### src/rtl/i2c_target_regfile.sv
// I2C target with 7-bit address match, register pointer and auto-incrementing
// register file, plus a local host port into the same registers.
module i2c_target_regfile #(
  parameter logic [6:0] TARGET_ADDR = 7'h50,
  parameter int         NUM_REGS    = 4,
  parameter int         PTR_W       = 2
) (
  input  logic             clk,
  input  logic             reset,
  input  logic             scl_in,
  input  logic             sda_in,
  output logic             sda_oe,
  input  logic [PTR_W-1:0] host_addr,
  input  logic             host_wr_en,
  input  logic [7:0]       host_wr_data,
  output logic [7:0]       host_rd_data,
  output logic             wr_event,
  output logic             busy,
  output logic [PTR_W-1:0] ptr
);

  typedef enum logic [3:0] {
    S_IDLE      = 4'd0,
    S_ADDR      = 4'd1,
    S_ADDR_ACK  = 4'd2,
    S_PTR       = 4'd3,
    S_PTR_ACK   = 4'd4,
    S_WDATA     = 4'd5,
    S_WDATA_ACK = 4'd6,
    S_RDATA     = 4'd7,
    S_RDATA_ACK = 4'd8,
    S_IGNORE    = 4'd9
  } state_t;

  logic             scl_meta_r, scl_sync_r, scl_hist_r;
  logic             sda_meta_r, sda_sync_r, sda_hist_r;
  logic             scl_rise_s, scl_fall_s, start_s, stop_s;
  state_t           state_r, state_s;
  logic [2:0]       cnt_r, cnt_s;
  logic [7:0]       shift_r, shift_s, rx_byte_s;
  logic [PTR_W-1:0] ptr_r, ptr_s, ptr_inc_s;
  logic             sda_oe_r, oe_s, busy_r, busy_s, rw_r, rw_s;
  logic             ack_ph_r, ack_ph_s, rd_first_r, rd_first_s;
  logic             wr_fire_s, wr_event_r;
  logic [7:0]       regs_r [NUM_REGS];

  // Line synchronizers plus one history flop; preset to the idle-high bus level
  always_ff @(posedge clk) begin
    if (reset) begin
      {scl_meta_r, scl_sync_r, scl_hist_r} <= 3'b111;
      {sda_meta_r, sda_sync_r, sda_hist_r} <= 3'b111;
    end else begin
      {scl_meta_r, scl_sync_r, scl_hist_r} <= {scl_in, scl_meta_r, scl_sync_r};
      {sda_meta_r, sda_sync_r, sda_hist_r} <= {sda_in, sda_meta_r, sda_sync_r};
    end
  end

  assign scl_rise_s = scl_sync_r & ~scl_hist_r;
  assign scl_fall_s = ~scl_sync_r & scl_hist_r;
  assign start_s    = scl_sync_r & scl_hist_r & sda_hist_r & ~sda_sync_r;
  assign stop_s     = scl_sync_r & scl_hist_r & ~sda_hist_r & sda_sync_r;
  assign rx_byte_s  = {shift_r[6:0], sda_sync_r};
  assign ptr_inc_s  = ptr_r + PTR_W'(1);

  // Next-state and datapath decode for the bus protocol engine
  always_comb begin
    state_s    = state_r;
    cnt_s      = cnt_r;
    shift_s    = shift_r;
    ptr_s      = ptr_r;
    oe_s       = sda_oe_r;
    busy_s     = busy_r;
    rw_s       = rw_r;
    ack_ph_s   = ack_ph_r;
    rd_first_s = rd_first_r;
    wr_fire_s  = 1'b0;
    if (stop_s) begin
      state_s = S_IDLE;
      oe_s    = 1'b0;
      busy_s  = 1'b0;
    end else if (start_s) begin
      state_s  = S_ADDR;
      cnt_s    = 3'd0;
      oe_s     = 1'b0;
      ack_ph_s = 1'b0;
    end else begin
      case (state_r)
        S_ADDR, S_PTR, S_WDATA: begin
          if (scl_rise_s) begin
            shift_s  = rx_byte_s;
            cnt_s    = cnt_r + 3'd1;
            ack_ph_s = 1'b0;
            if (cnt_r == 3'd7) begin
              if (state_r == S_ADDR) begin
                if (rx_byte_s[7:1] == TARGET_ADDR) begin
                  state_s = S_ADDR_ACK;
                  rw_s    = rx_byte_s[0];
                  busy_s  = 1'b1;
                end else begin
                  state_s = S_IGNORE;
                  busy_s  = 1'b0;
                end
              end else if (state_r == S_PTR) begin
                ptr_s   = rx_byte_s[PTR_W-1:0];
                state_s = S_PTR_ACK;
              end else begin
                wr_fire_s = 1'b1;
                ptr_s     = ptr_inc_s;
                state_s   = S_WDATA_ACK;
              end
            end else begin
              state_s = state_r;
            end
          end else begin
            state_s = state_r;
          end
        end
        // Drive ACK on the first fall, release on the second and move on
        S_ADDR_ACK, S_PTR_ACK, S_WDATA_ACK: begin
          if (scl_fall_s) begin
            if (!ack_ph_r) begin
              oe_s     = 1'b1;
              ack_ph_s = 1'b1;
            end else begin
              oe_s     = 1'b0;
              ack_ph_s = 1'b0;
              cnt_s    = 3'd0;
              if (state_r == S_ADDR_ACK && rw_r) begin
                state_s    = S_RDATA;
                shift_s    = regs_r[ptr_r];
                oe_s       = ~regs_r[ptr_r][7];
                rd_first_s = 1'b0;
              end else if (state_r == S_ADDR_ACK) begin
                state_s = S_PTR;
              end else begin
                state_s = S_WDATA;
              end
            end
          end else begin
            state_s = state_r;
          end
        end
        S_RDATA: begin
          if (scl_fall_s) begin
            if (rd_first_r) begin
              oe_s       = ~shift_r[7];
              rd_first_s = 1'b0;
              cnt_s      = 3'd0;
            end else if (cnt_r == 3'd7) begin
              oe_s    = 1'b0;
              state_s = S_RDATA_ACK;
            end else begin
              shift_s = {shift_r[6:0], 1'b0};
              oe_s    = ~shift_r[6];
              cnt_s   = cnt_r + 3'd1;
            end
          end else begin
            state_s = state_r;
          end
        end
        S_RDATA_ACK: begin
          if (scl_rise_s) begin
            ptr_s = ptr_inc_s;
            if (!sda_sync_r) begin
              state_s    = S_RDATA;
              shift_s    = regs_r[ptr_inc_s];
              rd_first_s = 1'b1;
            end else begin
              state_s = S_IGNORE;
              busy_s  = 1'b0;
            end
          end else begin
            state_s = state_r;
          end
        end
        S_IDLE, S_IGNORE: begin
          oe_s = 1'b0;
        end
        default: begin
          state_s = S_IDLE;
          oe_s    = 1'b0;
          busy_s  = 1'b0;
        end
      endcase
    end
  end

  // Protocol state and registered outputs
  always_ff @(posedge clk) begin
    if (reset) begin
      state_r    <= S_IDLE;
      cnt_r      <= 3'd0;
      shift_r    <= 8'h00;
      ptr_r      <= '0;
      sda_oe_r   <= 1'b0;
      busy_r     <= 1'b0;
      rw_r       <= 1'b0;
      ack_ph_r   <= 1'b0;
      rd_first_r <= 1'b0;
      wr_event_r <= 1'b0;
    end else begin
      state_r    <= state_s;
      cnt_r      <= cnt_s;
      shift_r    <= shift_s;
      ptr_r      <= ptr_s;
      sda_oe_r   <= oe_s;
      busy_r     <= busy_s;
      rw_r       <= rw_s;
      ack_ph_r   <= ack_ph_s;
      rd_first_r <= rd_first_s;
      wr_event_r <= wr_fire_s;
    end
  end

  // Register file; a bus commit overrides a host write to the same index
  always_ff @(posedge clk) begin
    for (int i = 0; i < NUM_REGS; i++) begin
      if (reset) begin
        regs_r[i] <= 8'h00;
      end else if (wr_fire_s && (ptr_r == PTR_W'(i))) begin
        regs_r[i] <= rx_byte_s;
      end else if (host_wr_en && (host_addr == PTR_W'(i))) begin
        regs_r[i] <= host_wr_data;
      end
    end
  end

  assign host_rd_data = regs_r[host_addr];
  assign sda_oe       = sda_oe_r;
  assign wr_event     = wr_event_r;
  assign busy         = busy_r;
  assign ptr          = ptr_r;

endmodule

### config.mk
export PLATFORM = sky130hd
export DESIGN_NAME = i2c_target_regfile
export DESIGN_NICKNAME = d
export VERILOG_FILES = /design/src/rtl/i2c_target_regfile.sv
export SDC_FILE = /design/constraint.sdc
export NUM_CORES = 1
export LEC_CHECK = 0
export CAP_MARGIN = 10
export CORE_ASPECT_RATIO = 0.8
export CORE_UTILIZATION = 40
export DETAILED_ROUTE_END_ITERATION = 7
export DONT_BUFFER_PORTS = 1
export PLACE_DENSITY = 0.57
export RECOVER_POWER = 50
export SKIP_LAST_GASP = 1
export SLEW_MARGIN = 20
export SYNTH_ARGS = -nofsm -noshare
export SYNTH_HDL_FRONTEND = slang
export SYNTH_SLANG_ARGS = --single-unit
### constraint.sdc
create_clock -name clk -period 3.3 [get_ports clk]
set_input_delay 0.825 -clock clk [delete_from_list [all_inputs] [get_ports clk]]
set_output_delay 0.825 -clock clk [all_outputs]
set_load 0.005 [all_outputs]
==> run metrics <==
outcome finished clean; htree depth 3; CTS tree done; Post-Syn Area 4174 um^2; final core utilization 45.32%; final worst-path cycle share 86.33%; Final Max Slew Viols 0; CP Launch Type flip-flop; wire per inst 21.64 um; Inst Count DP 487; Starting Density 42.21%; Layout Cells excl Fill 503; Design Area, Final 4482 um^2; Mean Syn Cell Area 10.98 um^2; DR vias 3165; R2R depth 5; WP data required 3.48 ns; I/O pins 28; Yosys cell types 74; max-cap viol count 0; final WL 10890 um; Clk Latency, worst-skew pair 0.33 ns; area of the die 10850 um^2; clock tree buffer depth 2; Critical Path End Type flip-flop; # port buffers 0; Tightest Pin Transition 0.9242 ns; # fillers 927; Synth area leader edfxtp_1; global-route wire length before repair 17480 um; syn nets 401; clock-pin slew on the worst setup and hold paths 0.05 ns; Post-synth top cells 32 x edfxtp_1, 31 x dfxtp_1, 29 x nand2_1, 24 x a22o_1, 24 x mux4_2; CTS buffer count 9; Power Total 2102 uW; gr ovfl total 0; top_reg_cell synth edfxtp_1; Die Width 116.2 um; Setup Fix Bufs, Post-CTS 0; iteration count of the initial detailed-routing pass 5; number of DRC markers in iteration 0 272; maximum vdd drop 0.2625 mV; Post-synth ARST share 0%; FF+latch count, synth 63; pwr/cell area 469.0 nW/um^2; layout cells sized above 1 20.16%; register area share after synthesis 37.89%; hold path depth 1; clock root buffer clkbuf_16; EDFF count, synth 32; most frequent cell after synthesis edfxtp_1; Vias per Instance 6.292; critical path type flip-flop to flip-flop; synth warn 0; Hold Buf Count CTS 0; DR DRC count 0; crit-path max FO 26; unrepaired setup endpoints after global routing no; Layout area overhead 7.374%; Lkg Pwr 0.001436 uW; Die Ht 93.37 um; Final Skew 0.003692 ns; Max Freq 351.0 MHz; crit path DAT 3.03 ns; Slew Limit Headroom 38.38%; fin crit period 2.849 ns; CTS sink count 63; post-route setup TNS 0 ns; Hold Path Class flip-flop to flip-flop; post-route ant nets 0; largest net degree at the start of global routing 32; post-DP HPWL 7718 um; number of diodes 0; final net count 383; Mapped Cells 380; initial antenna violation count 0; top-area cell type share of the netlist area 23.02%; vias in the first global route 3102; core area 9889 um^2; GRT Overall Usage 21.82%; Placed Instance Area 4187 um^2; Final Hold Fails 0; # rows 32; RePlAce Congestion 0.8786; Synth area leaders edfxtp_1 23%, dfxtp_1 15%, mux4_2 13%; Resize count post-CTS 0; Final Setup Violations 0
worst max-delay path: stages (launching register included):
cell      delay [ns]
dfxtp_1         0.82
and2b_1         0.27
a21oi_1         0.52
o22a_1          0.42
and3_1          0.50
a311oi_2        0.16
final timing paths:
check             slack [ns]         end  startpoint
setup / recovery        0.45  shift_r[4]  state_r[3]
hold / removal          0.41  sda_sync_r  sda_meta_r
setup reg to reg        0.45  shift_r[4]  state_r[3]
hold reg to reg         0.41  sda_sync_r  sda_meta_r
registers in the layout (all words and copies together) (netlist names), 2 cells and up, named ones only:
name	flops
ptr	2
shift_r	8
state_r	4
cnt_r	3
regs_r	32
layout make-up:
type | count | area [um^2] | area share (%)
clock inverters | 7 | 118.9 | 2.652
repair buffers | 7 | 48.80 | 1.089
multi-input cells | 274 | 2311 | 51.56
inverters | 7 | 26.28 | 0.5863
flip-flops and latches | 63 | 1582 | 35.29
clock buffers | 9 | 225.2 | 5.025
well taps | 136 | 170.2 | 3.797
stage by stage:
stage | hold WS, ns | setup WS, ns
floorplan | 0.3895 | 0.7780
global placement | 0.3952 | 0.6428
detailed placement | 0.3964 | 0.6011
CTS | 0.4096 | 0.5976
global route | 0.4217 | 0.2607
finish | 0.4069 | 0.4511
metal layers:
| layer | vias up | global-route usage [%] | wire length, um |
|---|---|---|---|
| met3 | 6 | 6.222 | 1043 |
| li1 | 1458 | - | - |
| met4 | 0 | 5.021 | 80 |
| met2 | 146 | 31.35 | 4785 |
| met1 | 1555 | 32.13 | 4977 |
| met5 | - | 0 | 0 |
logic make-up after synthesis:
group           Yosys count  synth area share (%)
fa+ha+maj                 6                 1.799
xor+xnor                  1                0.2099
mux                      31                 14.66
flops                    63                 37.89
buf+inv                  43                 5.666
compound gates          118                 23.98
simple gates            118                 15.80
layout by cell type, fill, tap and decap left out, types with 4 or more instances in the layout:
| master | Yosys | final |
|---|---|---|
| a211oi_1 | 4 | 5 |
| a21oi_1 | 12 | 13 |
| a22o_1 | 24 | 24 |
| a22oi_1 | 8 | 8 |
| a311oi_2 | 8 | 8 |
| a31oi_1 | 8 | 8 |
| and2_1 | 5 | 5 |
| buf_4 | 5 | 6 |
| clkbuf_16 | 0 | 9 |
| dfxtp_1 | 31 | 31 |
| edfxtp_1 | 32 | 32 |
| ha_1 | 6 | 6 |
| inv_1 | 7 | 7 |
| mux2i_1 | 6 | 6 |
| mux4_2 | 24 | 24 |
| nand2_1 | 29 | 29 |
| nand2b_1 | 9 | 9 |
| nand3_1 | 4 | 4 |
| nor2_1 | 22 | 22 |
| nor2b_1 | 7 | 7 |
| nor3_1 | 9 | 9 |
| o21ai_0 | 11 | 12 |
| or2_2 | 8 | 8 |
where the power goes:
part	switching (uW)	internal, uW
combinational	62.5	64.3
clock	354	739
sequential	27.7	855
total	444	1660
No activity file was read; power rests on OpenSTA's default activity.
